<file path="src/rtl/req_ack_serializer_pkg.sv">
// Shared definitions for the req/ack word serializer.
//  - 3-bit FSM state encoding for the frame sequencer
//  - default geometry and the frame-length helper
package req_ack_serializer_pkg;

  // Raw 3-bit state codes
  localparam logic [2:0] S_IDLE   = 3'd0;
  localparam logic [2:0] S_START  = 3'd1;
  localparam logic [2:0] S_DATA   = 3'd2;
  localparam logic [2:0] S_PARITY = 3'd3;
  localparam logic [2:0] S_STOP   = 3'd4;

  typedef enum logic [2:0] {
    ST_IDLE   = S_IDLE,
    ST_START  = S_START,
    ST_DATA   = S_DATA,
    ST_PARITY = S_PARITY,
    ST_STOP   = S_STOP
  } ser_state_e;

  localparam int DW_DEF  = 16;
  localparam int DIV_DEF = 4;

  // Cycles from the first start-bit cycle to the last stop-bit cycle:
  // start + DW data + parity + stop, each DIV cycles long.
  function automatic int frame_cyc(input int dw, input int div);
    return (dw + 3) * div;
  endfunction

endpackage

</file>
<file path="src/rtl/req_ack_serializer_baud_tick_gen.sv">
// Bit-period tick generator.
//  clk, rstn : clock, async active-low reset
//  clr       : synchronous restart of the period (count back to 0)
//  tick      : high in the last cycle of each DIV-cycle bit period
//  tick_nxt  : tick will be high in the following cycle; lets the
//              sequencer register outputs one cycle ahead of a boundary
// With DIV=1 the counter never leaves 0, so tick is high every cycle.
module baud_tick_gen #(
  parameter int DIV = 4
) (
  input  logic clk,
  input  logic rstn,
  input  logic clr,
  output logic tick,
  output logic tick_nxt
);

  localparam int            CW   = (DIV > 1) ? $clog2(DIV) : 1;
  localparam logic [CW-1:0] LAST = CW'(DIV - 1);

  logic [CW-1:0] cnt;
  logic [CW-1:0] cnt_nxt;

  assign tick = (cnt == LAST);

  always_comb begin
    cnt_nxt = cnt + CW'(1);
    if (clr || tick) cnt_nxt = '0;
  end

  assign tick_nxt = (cnt_nxt == LAST);

  always_ff @(posedge clk or negedge rstn) begin
    if (!rstn) cnt <= '0;
    else       cnt <= cnt_nxt;
  end

endmodule

</file>
<file path="src/rtl/req_ack_serializer.sv">
// req/ack word consumer that shifts each word out as a serial frame:
//   start(0), DW data bits LSB-first, even parity, stop(1); DIV clk per bit.
// A one-word holding buffer sits in front of the shifter, so the next word
// can be accepted while a frame is on the line and frames run back-to-back.
// Ports:
//  clk, rstn  : clock, async active-low reset (drops any frame in flight)
//  d_in       : word offered by upstream
//  req_in     : d_in is valid
//  ack_in     : buffer empty; a word moves on req_in & ack_in at posedge
//  ser_out    : serial line, idles high
//  busy       : a frame is in progress
//  frame_done : one-cycle pulse in the last cycle of each stop bit
module req_ack_serializer
  import req_ack_serializer_pkg::*;
#(
  parameter int DW  = DW_DEF,
  parameter int DIV = DIV_DEF
) (
  input  logic          clk,
  input  logic          rstn,
  input  logic [DW-1:0] d_in,
  input  logic          req_in,
  output logic          ack_in,
  output logic          ser_out,
  output logic          busy,
  output logic          frame_done
);

  localparam int BW = $clog2(DW);

  ser_state_e     state;
  logic [DW-1:0]  hold_q;      // holding buffer
  logic           hold_vld;
  logic [DW-1:0]  shreg;
  logic           parity;
  logic [BW-1:0]  bit_cnt;

  logic tick;
  logic tick_nxt;
  logic clr;
  logic load;

  // Buffer -> shifter move: from IDLE at once, or at the end of a stop bit
  // so the next start bit follows without an idle gap.
  assign load = hold_vld && ((state == ST_IDLE) || (state == ST_STOP && tick));
  // Only a frame started from IDLE needs the bit period realigned; a
  // back-to-back frame is already aligned by the wrap at the stop boundary.
  assign clr  = (state == ST_IDLE) && hold_vld;

  baud_tick_gen #(.DIV(DIV)) u_tick (
    .clk      (clk),
    .rstn     (rstn),
    .clr      (clr),
    .tick     (tick),
    .tick_nxt (tick_nxt)
  );

  always_ff @(posedge clk or negedge rstn) begin
    if (!rstn) begin
      state      <= ST_IDLE;
      hold_q     <= '0;
      hold_vld   <= 1'b0;
      ack_in     <= 1'b1;
      shreg      <= '0;
      parity     <= 1'b0;
      bit_cnt    <= '0;
      ser_out    <= 1'b1;
      busy       <= 1'b0;
      frame_done <= 1'b0;
    end else begin
      frame_done <= 1'b0;

      // Holding buffer. ack_in is kept as the registered complement of
      // hold_vld; load needs a full buffer and accept an empty one, so the
      // two never coincide and an offer on a load edge simply waits.
      if (load) begin
        hold_vld <= 1'b0;
        ack_in   <= 1'b1;
      end else if (req_in && ack_in) begin
        hold_q   <= d_in;
        hold_vld <= 1'b1;
        ack_in   <= 1'b0;
      end

      case (state)
        ST_IDLE: begin
          if (hold_vld) begin
            state   <= ST_START;
            shreg   <= hold_q;
            parity  <= ^hold_q;
            ser_out <= 1'b0;
            busy    <= 1'b1;
          end
        end

        ST_START: begin
          if (tick) begin
            state   <= ST_DATA;
            bit_cnt <= BW'(DW - 1);
            ser_out <= shreg[0];
          end
        end

        ST_DATA: begin
          if (tick) begin
            if (bit_cnt == '0) begin
              state   <= ST_PARITY;
              ser_out <= parity;
            end else begin
              // line shows the bit that becomes shreg[0] after the shift
              shreg   <= shreg >> 1;
              ser_out <= shreg[1];
              bit_cnt <= bit_cnt - BW'(1);
            end
          end
        end

        ST_PARITY: begin
          if (tick) begin
            state      <= ST_STOP;
            ser_out    <= 1'b1;
            // DIV=1: the single stop cycle is also the last one
            frame_done <= tick_nxt;
          end
        end

        ST_STOP: begin
          if (tick) begin
            if (hold_vld) begin
              state   <= ST_START;
              shreg   <= hold_q;
              parity  <= ^hold_q;
              ser_out <= 1'b0;
            end else begin
              state   <= ST_IDLE;
              busy    <= 1'b0;
            end
          end else begin
            // registered one cycle early so the pulse lands on the last stop cycle
            frame_done <= tick_nxt;
          end
        end

        default: begin
          state   <= ST_IDLE;
          ser_out <= 1'b1;
          busy    <= 1'b0;
        end
      endcase
    end
  end

endmodule

</file>
<file path="config.mk">
export PLATFORM = sky130hd
export DESIGN_NAME = req_ack_serializer
export DESIGN_NICKNAME = d
export VERILOG_FILES = /design/src/rtl/req_ack_serializer_pkg.sv /design/src/rtl/req_ack_serializer_baud_tick_gen.sv /design/src/rtl/req_ack_serializer.sv
export SDC_FILE = /design/constraint.sdc
export NUM_CORES = 1
export LEC_CHECK = 0
export ABC_CLOCK_PERIOD_IN_PS = 2500
export CAP_MARGIN = 15
export CORE_MARGIN = 1
export CORE_UTILIZATION = 30
export CTS_BUF_LIST = sky130_fd_sc_hd__clkbuf_8 sky130_fd_sc_hd__clkbuf_16
export CTS_CLUSTER_DIAMETER = 50
export DETAILED_ROUTE_END_ITERATION = 8
export PLACE_DENSITY = 0.57
export SYNTH_ARGS = -nofsm -noshare
export SYNTH_HDL_FRONTEND = slang
export SYNTH_HIERARCHICAL = 1
export SYNTH_SLANG_ARGS = --single-unit
export TNS_END_PERCENT = 10
</file>
<file path="constraint.sdc">
create_clock -name clk -period 2.5 [get_ports clk]
set_clock_uncertainty 0.2 [all_clocks]
set_input_delay 0.625 -clock clk [delete_from_list [all_inputs] [get_ports clk]]
set_output_delay 0.625 -clock clk [all_outputs]
set_load 0.05 [all_outputs]
</file>
# Yosys cells after proc, flatten, opt, wreduce, memory -nomap -nowiden

Cells that the tools add are included.

Add/sub/neg operators: 2
Equal/unequal tests: 14
Multiplexer cells: 39
Bitwise logic cells: 2
Reductions and logical operators: 21

Operator list:

| cell                                                                   | count |
|---|---|
| 16-bit 2-to-1 mux                                                      | 4 |
| 16-bit one-hot mux with 3 select lines                                 | 1 |
| 1-bit 2-to-1 mux                                                       | 18 |
| 3-bit 2-to-1 mux                                                       | 6 |
| 2-bit != test (second input constant)                                  | 8 |
| 4-bit AND reduction                                                    | 4 |
| 16-bit parity                                                          | 1 |
| 3-bit one-hot mux with 5 select lines                                  | 1 |
| 4-bit 2-to-1 mux                                                       | 3 |
| 4-bit one-hot mux with 2 select lines                                  | 1 |
| 3-bit by 2-bit equality test with 1-bit output (second input constant) | 2 |
| 6-bit AND reduction                                                    | 1 |
| 2-bit nonzero test                                                     | 3 |
| 1-bit one-hot mux with 5 select lines                                  | 1 |
| 2-bit equality test (second input constant)                            | 2 |
| 1-bit logical AND                                                      | 4 |
| 4-bit zero test                                                        | 1 |
| 1-bit one-hot mux with 2 select lines                                  | 2 |
| 2-bit AND reduction                                                    | 2 |
| 4-bit by 1-bit subtractor with 4-bit output (second input constant)    | 1 |
| 3-bit by 1-bit equality test with 1-bit output (second input constant) | 1 |
| 3-bit equality test (second input constant)                            | 1 |
| 3-bit zero test                                                        | 1 |
| 1-bit one-hot mux with 3 select lines                                  | 1 |
| other kinds (6)                                                        | 8 |

Register bits after elaboration: 47
Input port bits: 19
Output and inout bits: 4
Word-level logic and storage cells: 89

# Longest topological paths before layout

Depth in word-level cells: 7
Mapped depth: 8

# Modules after synthesis

The synthesis kept the hierarchy.

Modules (own cells, without submodules):

| module             | instances | cells an instance | area an instance (µm²) | seq. area each (µm²) |
|---|---|---|---|---|
| req_ack_serializer | 1         | 203               | 2293.4                 | 1128.6 |
| baud_tick_gen      | 1         | 6                 | 90.1                   | 50.0 |

# Worst setup path before layout

No wires, ideal clock.

Kind: register to register
From: reg u_tick.cnt[0]
To: reg hold_q[10]
Setup time: 0.125 ns
Arrival: 1.767 ns
Data required time: 2.175 ns
Path slack: 0.408 ns
Cell stages (with the launch flop): 9
Cells stage by stage: dfrtp_1 -> ha_1 -> inv_2 -> nand2_1 -> nand3_2 -> and3_1 -> buf_6 -> buf_6 -> mux2_4

Longest elaborated chain between the ends: 6

Ends and longest elaborated chain:

| what                                 | line                                   | source |
|---|---|---|
| from (decl)                          | req_ack_serializer_baud_tick_gen.sv:21 | `logic [CW-1:0] cnt;` |
| from (signal assigned)               | req_ack_serializer_baud_tick_gen.sv:35 | `else cnt <= cnt_nxt;` |
| 2-bit equality test                  | req_ack_serializer_baud_tick_gen.sv:24 | `assign tick = (cnt == LAST);` |
| named net tick                       | req_ack_serializer.sv:38               | `logic tick;` |
| 1-bit logical AND                    | req_ack_serializer.sv:45               | `assign load = hold_vld && ((state == ST_IDLE) \|\| (state == ST_STOP && tick));` |
| 1-bit logical OR                     | req_ack_serializer.sv:45               |  |
| 1-bit logical AND                    | req_ack_serializer.sv:45               |  |
| 1-bit inverter (no source line)      | -                                      |  |
| 2-bit AND reduction (no source line) | -                                      |  |
| to (signal assigned)                 | req_ack_serializer.sv:80               | `hold_q <= d_in;` |
| to (decl)                            | req_ack_serializer.sv:32               | `logic [DW-1:0] hold_q;` |

The timed path passes the listed nets, and every way through them passes these cells.
A chain may end at the register's enable or synchronous reset.

# Worst setup path in the final report

From: reg busy
To: out busy

RTL lines:

| what                   | line                      | source |
|---|---|---|
| from (decl)            | req_ack_serializer.sv:25  | `output logic busy,` |
| from (signal assigned) | req_ack_serializer.sv:68  | `busy <= 1'b0;` |
| from (signal assigned) | req_ack_serializer.sv:92  | `busy <= 1'b1;` |
| from (signal assigned) | req_ack_serializer.sv:136 | `busy <= 1'b0;` |

No word-level cell between the ends.

==> qor.csv <==
stage,metric,value,unit
run_status,status,finished clean,
cts,post-CTS setup buffer count,0,
routing,Wirelength per Cell,12.3,µm
setup_path,crit path capture type,output pin,
die,Core Area,0.00769,mm²
job,max_cap viols,0,
yosys,adder-cell share of the synthesized area,1.52,%
place,number of instances in the placed design,333,
yosys,top cell type's share of synthesized area,47.2,%
yosys,syn_area_per_cell,11.4,µm²
setup_path,Worst path max stage delay,800,ps
setup_path,Crit path arrival time,1480,ps
yosys,post-synthesis compound-gate area fraction,11.5,%
layout,fin nets,259,
sta,Hold Slack,45.0,ps
layout,area grow syn2layout,19.6,%
cts,root buffer cell,clkbuf_8,
setup_path,CP Class,reg -> out,
setup_path,slowest CP cell,clkdlybuf4s50_1,
routing,DR iter-0 viols,73,
routing,Vias/cell,4.59,
sta,worst slew margin relative to its limit,60.3,%
routing,Pre-antenna DRT Iters,4,
sta,Max Fclk,434,MHz
setup_path,Critical Path RT,1670,ps
cts,Clock Sink Count,47,
global_routing,gr usage total,11.1,%
global_routing,largest net degree at the start of global routing,20,
sta,min Tclk post-route,2300,ps
routing,via count,1566,
cts,CTS clock-pin slew for the worst setup and hold paths,90,ps
yosys,mapped cell area,0.00238,mm²
yosys,largest family of logic cells by synthesized area,multiplexers,
cts,number of CTS-inserted buffers,5,
power_and_ir_drop,pwr/cell area,1450,mW/mm²
die,row cnt,32,
yosys,#FFs+latches synth,47,
cts,# resized after CTS,0,
setup_path,crit path launch type,flop,
sta,Slew @ Worst Pin,587,ps
cts,H-tree depth,2,
sta,Setup TNS Final,0,ps
yosys,Simple-Gate Fraction of Synth Area,11.8,%
die,Initial Utilization,31.0,%
setup_path,"delay-heaviest family, CP",buffers and inverters,
yosys,Synth Net Count,230,
cts,TritonCTS clock tree,yes,
die,io pins,23,
setup_path,WP buf/inv,1,
die,die width,91.1,µm
yosys,Synth Warn #,6,
place,gp weighted congestion,0.728,
worst_hold_path,Hold WC Path Type,in -> async,
yosys,Yosys top cell by area,dfrtp_1,
yosys,Post-Synth XOR/XNOR Area,5.88,%
power_and_ir_drop,maximum VDD drop,0.615,mV
global_routing,vias in the first global route,1523,
global_routing,grt ovf,0,
sta,final setup fails,0,
global_routing,initial antenna violation count,0,
die,Die ar.,0.00831,mm²
sta,RSZ-0062 raised after global routing,no,
yosys,"Seq/Total Area, Yosys",49.4,%
cts,later-pin clock latency in the skew report,300,ps
layout,fraction of layout cells with a size suffix above 1,23.8,%
layout,Finished Layout Cells,341,
cts,CTS Hold Buffers Added,0,
power_and_ir_drop,Pleak,1.14,nW
place,Setup WS pre-CTS,316,ps
place,post-DP HPWL,3.05,mm
layout,FILL cells,788,
global_routing,first-pass GRT wire length,7.33,mm
yosys,proportion of synthesized area in mux cells,15.9,%
sta,fin crit share,92.1,%
yosys,Synth Instances,209,
setup_path,CP Cell Sequence,clkdlybuf4s50_1,
die,Die H,91.1,µm
layout,antenna cells,0,
sta,setup slack after layout,197,ps
layout,Storage cell area,0.00118,mm²
routing,Residual DRC,0,
routing,Routed Antenna Nets,0,
setup_path,critical path peak fanout,3,
layout,area of the multi-input gates,0.00112,mm²
sta,Final Hold Fails,0,
yosys,"Distinct cells, synth",39,
place,port bufs,22,
yosys,ranking of synthesized cells by area,"dfrtp_1 47%, mux2_4 6.3%, mux2i_1 6.3%, xnor2_1 4.8%, nor2_1 4.4%",
sta,Final Max Tran Viols,0,
routing,final WL,4.18,mm
cts,Clock Path Buffers,2,
## through the flow
step	cell area (µm²)	total power, W	util, %
after floorplan	2380	0.00320	-
after global placement	2750	0.00363	35.7
after detailed placement	2750	0.00367	35.7
after CTS	2850	0.00419	37.1
after global routing	2850	0.00447	37.1
final	2850	0.00413	37.1
## path summary, 6_finish.rpt
check                                         from  cells past startpoint                endpoint  slack, ps
max                               busy$_DFFE_PN0P_                      1                    busy        200
min                                           rstn                      1  hold_q[15]$_DFFE_PN0P_         40
max reg2reg                u_tick/cnt[0]$_DFF_PN0_                      7   hold_q[0]$_DFFE_PN0P_        400
min reg2reg                     parity$_DFFE_PN0P_                      2      parity$_DFFE_PN0P_        300
max in group asynchronous                     rstn                      2      ack_in$_DFFE_PN1P_       1420
min in group clk                parity$_DFFE_PN0P_                      2      parity$_DFFE_PN0P_        300
## cell type report
type | instances | share of cell area [%]
inverters | 5 | 0.658
multi-input cells | 146 | 39.2
flip-flops and latches | 47 | 41.3
repair buffers | 33 | 10.7
well taps | 102 | 4.48
clock buffers | 7 | 3.38
clock inverters | 1 | 0.263
## cell usage in the layout, fill, tap and decap left out, drive strengths merged
master         count
a21oi             24
nor3               2
nor2              28
nor2b              1
clkbuf             7
o32ai              1
o2bb2ai            2
and3               1
nor3b              4
xnor2             13
dfrtp             45
inv                5
dfstp              2
nor4b              3
maj3               1
a31oi              4
o211ai             1
mux2i             15
o22ai              1
and2               1
nand3              4
clkdlybuf4s50     19
ha                 2
xor2               3
clkinvlp           1
buf               14
nand2b             2
a211oi             2
mux2              17
nand2              7
o21ai              6
o21a               1
## sequential cells by signal, indices dropped and copies added (netlist names)
register	flops
ser_out	1
hold_q	16
hold_vld	1
busy	1
parity	1
frame_done	1
ack_in	1
bit_cnt	4
shreg	16
u_tick/cnt	2
state	3
## synth_stat cells
cell / n
a211oi_1: 2
a21oi_1: 14
a21oi_2: 10
a31oi_1: 4
and2_1: 1
and3_1: 1
buf_2: 3
buf_4: 2
buf_6: 3
clkbuf_1: 3
dfrtp_1: 45
dfstp_2: 2
ha_1: 2
inv_1: 4
inv_2: 1
maj3_2: 1
mux2_2: 7
mux2_4: 10
mux2i_1: 15
nand2_1: 7
nand2b_1: 2
nand3_1: 3
nand3_2: 1
nor2_1: 28
nor2b_1: 1
nor3_1: 2
nor3b_1: 3
nor3b_2: 1
nor4b_1: 1
nor4b_2: 1
nor4b_4: 1
o211ai_1: 1
o21a_1: 1
o21ai_0: 6
o22ai_1: 1
o2bb2ai_1: 2
o32ai_1: 1
xnor2_1: 13
xor2_1: 3
## power breakdown
part | total [W] | internal [W] | switching (W)
sequential | 0.00147 | 0.00115 | 0.000314
combinational | 0.00215 | 0.00109 | 0.00106
clock | 0.000509 | 0.000252 | 0.000257
## cells by family after synthesis
family | after synthesis
AO/OA/AOI/OAI | 42
XOR/XNOR | 16
adder cells (fa/ha/maj) | 3
buffers and inverters | 16
flip-flops | 47
multiplexers | 32
AND/OR/NAND/NOR | 53
## layer usage
layer  part of all wire, %  GRT usage, %  up-vias
met5                     0             0        -
met1                    51          15.3      753
met2                    44          16.9       22
li1                      -             -      783
met4                   1.7          3.97        0
met3                   3.2          2.85        8
Note: power is estimated with default switching activity, not from simulation.
